<file path="src/rtl/change_dispenser.sv">
// change_dispenser
//
// Purpose: pays out the remaining credit to the coin/note hopper after the
// vending controller enters its change-return phase. The credit is latched
// on a rising edge of charge_req and dispensed one item at a time, always
// choosing the largest enabled denomination that still fits.
//
// Build option: define CHG_BIG_NOTES_EN to enable the 100r/50r/20r notes
// (codes 0-2). Without it, selection starts at the 10r coin (code 3).
//
// Ports:
//   clk           in   system clock
//   rst           in   synchronous active-high reset
//   charge_req    in   level from control FSM; rising edge starts a payout
//   coin_val_sum  in   credit to return, half-yuan units (11 bits)
//   hopper_ready  in   hopper can accept a dispense command
//   hopper_done   in   one-cycle pulse: commanded item has left the hopper
//   disp_valid    out  dispense command valid
//   disp_denom    out  denomination code (0=100r ... 6=0.5r)
//   remaining     out  credit still to pay out, half-yuan units
//   busy          out  payout in progress
//   charge_done   out  one-cycle pulse: payout complete
//   err_timeout   out  sticky hopper-timeout flag
//
// Handshake: a dispense command transfers on a rising clk edge where
// disp_valid && hopper_ready. disp_valid never drops and disp_denom never
// changes before that transfer. After the transfer, the item completes on a
// later hopper_done pulse; done pulses at any other time are ignored.

module change_dispenser #(
  parameter logic [23:0] TIMEOUT_CYCLES = 24'd5_000_000,
  parameter logic [10:0] MAX_SUM        = 11'd2000
) (
  input  logic        clk,
  input  logic        rst,
  input  logic        charge_req,
  input  logic [10:0] coin_val_sum,
  input  logic        hopper_ready,
  input  logic        hopper_done,
  output logic        disp_valid,
  output logic [2:0]  disp_denom,
  output logic [10:0] remaining,
  output logic        busy,
  output logic        charge_done,
  output logic        err_timeout
);

  typedef enum logic [2:0] {
    S_IDLE      = 3'd0,
    S_SELECT    = 3'd1,
    S_ISSUE     = 3'd2,
    S_WAIT_DONE = 3'd3,
    S_FINISH    = 3'd4,
    S_FAULT     = 3'd5
  } state_e;

`ifdef CHG_BIG_NOTES_EN
  localparam int FIRST_CODE = 0;
`else
  localparam int FIRST_CODE = 3;
`endif

  state_e      state_q, state_d;
  logic        req_q;
  logic [10:0] rem_q, rem_d;
  logic [2:0]  denom_q, denom_d;
  logic        err_q, err_d;
  logic [23:0] cnt_q, cnt_d;
  logic        start;

  // Value of each denomination code in half-yuan units.
  function automatic logic [10:0] denom_value(input logic [2:0] code);
    logic [10:0] v;
    case (code)
      3'd0:    v = 11'd200;
      3'd1:    v = 11'd100;
      3'd2:    v = 11'd40;
      3'd3:    v = 11'd20;
      3'd4:    v = 11'd10;
      3'd5:    v = 11'd2;
      3'd6:    v = 11'd1;
      default: v = 11'd0;
    endcase
    return v;
  endfunction

  // Scan from the smallest coin upwards, so the last code that fits is the
  // largest one. Code 6 (value 1) always fits a non-zero amount.
  function automatic logic [2:0] pick_denom(input logic [10:0] amt);
    logic [2:0] code;
    code = 3'd6;
    for (int i = 6; i >= FIRST_CODE; i--) begin
      if (amt >= denom_value(3'(i))) code = 3'(i);
    end
    return code;
  endfunction

  assign start = charge_req & ~req_q;

  always_ff @(posedge clk) begin
    if (rst) begin
      state_q <= S_IDLE;
      req_q   <= 1'b0;
      rem_q   <= 11'd0;
      denom_q <= 3'd0;
      err_q   <= 1'b0;
      cnt_q   <= 24'd0;
    end else begin
      state_q <= state_d;
      req_q   <= charge_req;
      rem_q   <= rem_d;
      denom_q <= denom_d;
      err_q   <= err_d;
      cnt_q   <= cnt_d;
    end
  end

  always_comb begin
    state_d = state_q;
    rem_d   = rem_q;
    denom_d = denom_q;
    err_d   = err_q;
    cnt_d   = cnt_q;
    case (state_q)
      S_IDLE: begin
        if (start) begin
          rem_d   = (coin_val_sum > MAX_SUM) ? MAX_SUM : coin_val_sum;
          err_d   = 1'b0;
          state_d = S_SELECT;
        end
      end
      S_SELECT: begin
        if (rem_q == 11'd0) begin
          state_d = S_FINISH;
        end else begin
          denom_d = pick_denom(rem_q);
          state_d = S_ISSUE;
        end
      end
      S_ISSUE: begin
        // No timeout here: a hopper that is not ready may stall forever.
        if (hopper_ready) begin
          cnt_d   = 24'd0;
          state_d = S_WAIT_DONE;
        end
      end
      S_WAIT_DONE: begin
        if (hopper_done) begin
          rem_d   = rem_q - denom_value(denom_q);
          state_d = S_SELECT;
        end else if (cnt_q + 24'd1 == TIMEOUT_CYCLES) begin
          state_d = S_FAULT;
        end else begin
          cnt_d = cnt_q + 24'd1;
        end
      end
      S_FINISH: begin
        state_d = S_IDLE;
      end
      S_FAULT: begin
        err_d = 1'b1;
        if (!charge_req) state_d = S_IDLE;
      end
      default: state_d = S_IDLE;
    endcase
  end

  assign disp_valid  = (state_q == S_ISSUE);
  assign disp_denom  = denom_q;
  assign remaining   = rem_q;
  assign busy        = (state_q == S_SELECT) || (state_q == S_ISSUE) ||
                       (state_q == S_WAIT_DONE) || (state_q == S_FINISH);
  assign charge_done = (state_q == S_FINISH);
  // FAULT is visible in the same cycle it is entered; the register keeps it.
  assign err_timeout = err_q || (state_q == S_FAULT);

endmodule

</file>
<file path="config.mk">
export PLATFORM = sky130hd
export DESIGN_NAME = change_dispenser
export DESIGN_NICKNAME = d
export VERILOG_FILES = /design/src/rtl/change_dispenser.sv
export SDC_FILE = /design/constraint.sdc
export NUM_CORES = 1
export LEC_CHECK = 0
export ABC_CLOCK_PERIOD_IN_PS = 3100
export CAP_MARGIN = 20
export CORE_MARGIN = 3
export CORE_UTILIZATION = 35
export DETAILED_ROUTE_END_ITERATION = 8
export REMOVE_ABC_BUFFERS = 1
export SLEW_MARGIN = 5
export SYNTH_ARGS = -nofsm -noshare
export SYNTH_HDL_FRONTEND = slang
export SYNTH_SLANG_ARGS = --single-unit
</file>
<file path="constraint.sdc">
create_clock -name clk -period 3.1 [get_ports clk]
set_input_delay 0.62 -clock clk [delete_from_list [all_inputs] [get_ports clk]]
set_output_delay 0.62 -clock clk [all_outputs]
set_load 0.005 [all_outputs]
</file>
[Word level (Yosys, flattened, before mapping)]
Index checks and enable logic that the tools add are counted.
Storage, ports and cells
  register bits: 43
  input bits: 16
  output and inout bits: 18
Operators by class
  add/sub/neg operators: 2
  $lt $le $gt $ge: 4
  eq/ne operators: 19
  mux-type cells: 29
  bitwise logic cells: 3
  reductions and logical operators: 15
Operator list (number)
  $mux 11: 11
  $mux 24: 3
  $pmux 8 s7: 1
  $pmux 24 s2: 1
  $ge 11x11->1: 3
  $add 24x1->24 const B: 1
  $eq 24x23->1 const B: 1
  $mux 3: 8
  $pmux 11 s2: 1
  $eq 3x3->1 const B: 5
  $pmux 3 s5: 1
  $eq 3x2->1 const B: 4
  $ne 2x2->1 const B: 6
  $gt 11x11->1 const B: 1
  $logic_not 11->1: 1
  $sub 11x11->11: 1
  $reduce_and 4->1: 2
  $eq 3x1->1 const B: 2
  $logic_not 3->1: 2
  $reduce_bool 2->1: 3
  $logic_or 1x1->1: 4
  $reduce_and 2->1: 2
  $ne 3x3->1 const B: 1
  $reduce_and 3->1: 1
  other kinds (5): 6

[Longest topological paths before layout]
Gate-level depths: netlist (run 1).
  depth in word-level cells: 7
  depth in mapped cells: 12

[Worst setup path before layout (run 1)]
Ideal clock, no wire load.
  path kind: register to register
  start point: register denom_q[1] (netlist: disp_denom[1])
  end point: register rem_q[8] (netlist: remaining[8])
  arrival time: 2.698 ns
  slack: 0.321 ns
  stages on the path, launching flop included: 13
  path buffers: 0
  period minus slack after synthesis: 2.779 ns
  cell sequence: dfxtp_1 -> nand2_1 -> nor2_1 -> ha_1 -> inv_1 -> fa_1 -> a21o_1 -> a21oi_1 -> o21bai_1 -> a2111oi_0 -> nor2_1 -> or4_1 -> a41oi_1
On the way
  word-level cells in the longest chain between the ends: 7
RTL lines
  start, declared: RTL line 66  | logic [2:0] denom_q, denom_d;
  start signal, assigned: RTL line 112  | denom_q <= denom_d;
  $eq 3x3->1 (tied with other cells): RTL line 74  | case (code)
  $pmux 8 s7 *: RTL line 74
  $mux 11 *: RTL line 148  | if (hopper_done) begin
  $mux 11 *: RTL line 124  | case (state_q)
  $sub 11x11->11 *: RTL line 149  | rem_d = rem_q - denom_value(denom_q);
  $mux 11 *: RTL line 148
  $pmux 11 s2 *: RTL line 124
  end signal, assigned: RTL line 111  | rem_q <= rem_d;
  end, declared: RTL line 65  | logic [10:0] rem_q, rem_d;
Mark *: on every way between the ends. The rest lies on a longest branch, timed or not. The select of a mux whose other input is x is not followed.
A chain may end at the register's enable or synchronous reset.

[Worst setup path after layout (run 1)]
  start point: register denom_q[0] (netlist: disp_denom[0])
  end point: register rem_q[8] (netlist: remaining[8])
Same word-level chain as after synthesis.

==> results of run 1 <==
critical path: cells and delay by family (launching register included):
| kind | cells | cell delay (ns) |
|---|---|---|
| AOI/OAI and AO/OA | 5 | 1.09 |
| and+or+nand+nor | 3 | 0.67 |
| buffers and inverters | 1 | 0.05 |
| DFF | 1 | 0.39 |
| adders and majority gates | 2 | 0.56 |
sequential cells by signal (all words and copies together), names as in the netlist:
name,count
cnt_q,24
remaining,11
disp_denom,3
state_q,3
err_q,1
req_q,1
layer usage:
metal  track usage [%]  up-vias  share of wire, %
met1              24.4     1484                47
met4              6.41        0               2.3
met3              3.09       14               4.0
li1                  -     1610                 -
met2              29.9       66                46
met5                 0        -                 0
final timing paths:
path                              start                         to  depth (start not counted)
max          disp_denom[0]$_SDFFE_PP0P_  remaining[8]$_SDFFE_PP0P_                         11
min                  err_q$_SDFFE_PP0P_         err_q$_SDFFE_PP0P_                          2
max reg2reg  disp_denom[0]$_SDFFE_PP0P_  remaining[8]$_SDFFE_PP0P_                         11
min reg2reg          err_q$_SDFFE_PP0P_         err_q$_SDFFE_PP0P_                          2
area by class of cell:
cell class                 count  area [um^2]
sequential                    43          861
tap                          105          131
clock buffer                   6         82.6
fill                         872         4670
clock inverter                 2         38.8
multi-input combinational    330         2030
inverter                      13         48.8
timing repair buffer          53          480
power breakdown:
part | switching [mW] | total, mW | internal, mW
sequential | 0.0404 | 0.619 | 0.579
combinational | 0.227 | 0.439 | 0.212
clock | 0.212 | 0.477 | 0.265
total | 0.479 | 1.54 | 1.06
metrics by stage:
| stage | power [mW] | instances | worst slack, ns | utilization [%] | hold WS [ns] |
|---|---|---|---|---|---|
| finish | 1.54 | 552 | 0.253 | 44.1 | 0.474 |
| global placement | 1.07 | 544 | 0.285 | 42.6 | 0.460 |
| CTS | 1.55 | 552 | 0.223 | 44.1 | 0.480 |
| floorplan | 0.881 | 386 | 0.281 | - | 0.439 |
| global route | 1.63 | 552 | 0.0223 | 44.1 | 0.507 |
| detailed placement | 1.07 | 544 | 0.252 | 42.6 | 0.466 |
layout by cell type, fill, tap and decap left out, drive strengths merged, types with 7 or more instances in the layout:
cell,instances
a21oi,27
nand2,38
o21ai,32
nor4,7
buf,20
nor2,38
nor3,14
or4,17
inv,14
clkdlybuf4s50,33
ha,10
a31oi,9
dfxtp,43
xnor2,7
and3,10
nand3,25
nand2b,7
nand4,9
cell families after synthesis:
| family | after synthesis |
|---|---|
| flops | 43 |
| fa+ha+maj | 11 |
| xor+xnor | 9 |
| mux | 2 |
| compound gates | 118 |
| buf+inv | 40 |
| simple gates | 190 |
==> flow_summary.ini, run 1 <==
[status]
status = complete, no violations

[worst_setup_path]
r2r_setup_slack_ns = 0.25
end_kind = register
critPathMostFrequentCell = nor2_1
timing.critical_path.cells = nor2_1 -> ha_1 -> inv_1 -> fa_1 -> a21o_1 -> a21oi_1 -> o21bai_1 -> a2111oi_0 -> nor2_1 -> or4_1 -> a41oi_1
critical_path_class = reg2reg
path_max_fanout = 8
cpMaxStageDelayCell = a2111oi_0
cpPeakStageDelay_ns = 0.41
critPathLaunchType = register
cp.required_ns = 3.33
worstPathArrival_ns = 3.08

[floorplan]
start_util_pct = 36.6
die_width_um = 99.4
fp.coreArea_um2 = 8340
die-area_um2 = 9880
fp-row-count = 33
io_pins = 34
die_y_um = 99.4

[synthesis]
synth_warnings = 0
synthAdderAreaFrac_pct = 4.76
syn_area_per_cell_um2 = 7.39
synth_most_common_cell = dfxtp_1
synth.cell_area_um2 = 3050
yosys.cell_types.count = 61
synth_top_family_by_area = simple AND/OR/NAND/NOR gates
synth-edff-count = 0
synthCells = 413
synth_commonest_cells = 43 x dfxtp_1, 38 x nand2_1, 38 x nor2_1, 27 x a21oi_1, 25 x o21ai_0
async_reset_ff_share_pct = 0
synthSimpleGateAreaFrac_pct = 33.6
synth_compound_area_share_pct = 25.0
ys_ff_latch = 43
seq_area_frac_synth_pct = 28.2
synth_top_area_share_pct = 28.2
synth_area_leaders = dfxtp_1 28%, nand2_1 4.7%, nor2_1 4.7%
ys.flop_type = dfxtp_1
synth_mux_area_share_pct = 0.656
synth_top_area_cell = dfxtp_1
synth-xor-area-share_pct = 2.58

[sta]
maxSlewViolCount = 0
worst_pin_slew_ns = 0.585
fin_tns_setup_ns = 0
period_minus_slack_ns = 2.85
post-route-period-util_pct = 91.8
rsz0062_at_grt = false
fmax_ghz = 0.351
skew_ns = 0.0137
setup_violations = 0
slew_headroom_pct = 61.0
finalHoldViolations = 0

[layout]
fin_nets = 473
post-route-cell-area_um2 = 3670
n_antenna_cell = 0
syn2layout_area_growth_pct = 20.4
final_layout_size_suffix_gt1_share_pct = 8.72

[placement]
routabilityCongestion = 0.890
placed_area_um2 = 3550
port_buffers = 33
post-dp-hpwl_mm = 6.45

[grt]
grtUsageTotal_pct = 18.3
grt_pass1_vias = 3069
antenna_found_initial = 0
grt_max_degree = 31
grt_pass1_wl_mm = 14.9
gr-total-overflow = 0

[flow_run]
max-cap-violations = 0

[min_path]
hp-class = reg2reg

[detailed_routing]
antenna_left = 0
num_vias = 3174
drtIter0Drc = 130
drt-wirelength-per-cell_um = 15.9
route.detailed.drc = 0
vias_per_cell = 5.75
totalWireLength_mm = 8.78
firstDrtPassIters = 4

[clocking]
clkLatencyLatePin_ns = 0.30
cts_setup_buffers = 0
clk_pin_slew_ns = 0.10
cts.sinks = 43
clockRootBuffer = clkbuf_8
cts_buffer_depth = 2
cts_tree = done
numCtsBuffers = 5
ctsHtreeMaxLevel = 2
ctsHoldBuffers = 0
cts.repair.resized = 0

[power_and_ir_drop]
p_per_area_nw_per_um2 = 418
leakage_nw = 1.27
peakVddDrop_uv = 196
No activity file was read; power rests on OpenSTA's default activity.
==> run 2: changes to the inputs <==
- CORE_UTILIZATION: 35 -> 50
- PLACE_DENSITY: unset -> 0.75
==> run 2 against run 1 <==
  * Maximum frequency fell by 3.3%
  * Routed wire length shrank 3.1%
  * Clock power is 10% lower
  * First-iteration DRC count is 56% higher
  * Critical path depth rose by 1
  * Non-clock buffer count is 1 higher
  * Cell count fell by 6.0%
  * Design area down 0.68%
  * Die area down 28%
  * Count of clock-buffer cells in the layout is the same
  * Register-to-register slack got worse by 0.098 ns
  * Critical path type unchanged
  * Largest cell class unchanged
==> flow_summary.ini, run 2 (synthesis results as in run 1) <==
[min_path]
hold_end = err_q$_SDFFE_PP0P_
hp-class = reg2reg
hold_depth = 2
hp-start = err_q$_SDFFE_PP0P_

[layout]
syn2layout_area_growth_pct = 19.6
final_layout_size_suffix_gt1_share_pct = 8.95
final_common_cell = dfxtp_1
nFillCells = 511
largest_reg_flops = 24
layout_common_cells = 43 x dfxtp_1, 38 x nand2_1, 38 x nor2_1
n_antenna_cell = 0
regMostFlops = cnt_q
post-route-cell-area_um2 = 3650
fin_nets = 474
final_util_pct = 63.9

[floorplan]
io_pins = 34
die_width_um = 84.1
die_y_um = 84.1
start_util_pct = 53.5
fp.coreArea_um2 = 5710
fp-row-count = 27
die-area_um2 = 7080

[worst_setup_path]
path_max_fanout = 4
r2r-start = disp_denom[1]$_SDFFE_PP0P_
cpPeakStageDelay_ns = 0.44
r2r_setup_slack_ns = 0.16
reg2reg_to = remaining[8]$_SDFFE_PP0P_
critPathMostFrequentCell = nor2_1
timing.critical_path.cells = nand2_1 -> nor2_1 -> ha_1 -> inv_1 -> fa_1 -> a21o_1 -> a21oi_2 -> o21bai_1 -> a2111oi_2 -> nor2_1 -> or4_1 -> a41oi_1
r2r.worst_path.cells = 12
path_buf_inv = 1
cp_top_family = compound AO/OA/AOI/OAI gates
cpMaxStageDelayCell = a2111oi_2
critPathLaunchType = register
worstPathArrival_ns = 3.16
cp.required_ns = 3.32
end_kind = register
critical_path_class = reg2reg

[sta]
fmax_ghz = 0.340
worst_pin_slew_ns = 0.534
post-route-period-util_pct = 95.0
period_minus_slack_ns = 2.94
skew_ns = 0.00324
maxSlewViolCount = 0
holdWs_ns = 0.475
finalHoldViolations = 0
slew_headroom_pct = 64.1
setup_violations = 0

[detailed_routing]
totalWireLength_mm = 8.51
antenna_left = 0
num_vias = 3292
firstDrtPassIters = 5
drt-wirelength-per-cell_um = 16.4
route.detailed.drc = 0
vias_per_cell = 6.34
drtIter0Drc = 203

[grt]
gr-total-overflow = 0
grt_pass1_vias = 3066
grt_max_degree = 30
antenna_found_initial = 0
grtUsageTotal_pct = 23.9
grt_pass1_wl_mm = 14.1

[status]
status = complete, no violations

[power_and_ir_drop]
leakage_nw = 1.29
peakVddDrop_uv = 346
p_per_area_nw_per_um2 = 411
p_total_mw = 1.50

[clocking]
clk_pin_slew_ns = 0.08
cts.sinks = 43
clkLatencyLatePin_ns = 0.30
cts_buffer_depth = 2
clockRootBuffer = clkbuf_8
cts.repair.resized = 0
ctsHtreeMaxLevel = 2
ctsHoldBuffers = 0
cts_tree = done
numCtsBuffers = 5
cts_setup_buffers = 0

[placement]
post-dp-hpwl_mm = 6.12
placed_area_um2 = 3520
routabilityCongestion = 0.943
port_buffers = 33

[flow_run]
max-cap-violations = 0
-- run 2: power by group --
part / switching (mW) / internal [mW]
combinational: 0.237 / 0.215
clock: 0.193 / 0.236
sequential: 0.0403 / 0.579
-- run 2: worst min-delay path: stages (launching register included) --
cell     delay, ns
dfxtp_1       0.32
o41ai_1       0.06
a21oi_1       0.05
-- run 2: how the worst max path moves through the flow --
stage | from | end | slack [ns] | cells after the start
3_3_place_gp | disp_denom[2]$_SDFFE_PP0P_ | remaining[8]$_SDFFE_PP0P_ | 0.28 | 12
3_5_place_dp | disp_denom[1]$_SDFFE_PP0P_ | remaining[8]$_SDFFE_PP0P_ | 0.17 | 12
5_1_grt | disp_denom[2]$_SDFFE_PP0P_ | remaining[8]$_SDFFE_PP0P_ | -0.03 | 12
4_1_cts | disp_denom[1]$_SDFFE_PP0P_ | remaining[8]$_SDFFE_PP0P_ | 0.15 | 12
6_report | disp_denom[1]$_SDFFE_PP0P_ | remaining[8]$_SDFFE_PP0P_ | 0.16 | 12
2_1_floorplan | cnt_q[0]$_SDFFE_PP0P_ | state_q[1]$_SDFFE_PP0P_ | 0.28 | 8
-- run 2: area by class of cell --
| class | instances | area (um^2) | share of cell area [%] |
|---|---|---|---|
| Clock buffer | 6 | 72.6 | 1.99 |
| Clock inverter | 1 | 30.0 | 0.823 |
| Inverter | 13 | 48.8 | 1.34 |
| Multi-Input combinational cell | 330 | 2060 | 56.4 |
| Sequential cell | 43 | 861 | 23.6 |
| Tap cell | 72 | 90.1 | 2.47 |
| Timing Repair Buffer | 54 | 488 | 13.4 |
-- run 2: per-layer routing --
metal	up-vias	GRT usage, %	wire length, um
li1	1616	-	-
met1	1533	30.2	3680
met2	127	40.4	4150
met3	16	4.54	498
met4	0	8.33	184
met5	-	0	0
-- run 2: per-stage QoR --
stage	worst slack, ns	setup TNS (ns)	instances
floorplan	0.281	0	386
global placement	0.277	0	512
detailed placement	0.174	0	512
CTS	0.147	0	519
global route	-0.0308	-0.0308	519
finish	0.156	0	519
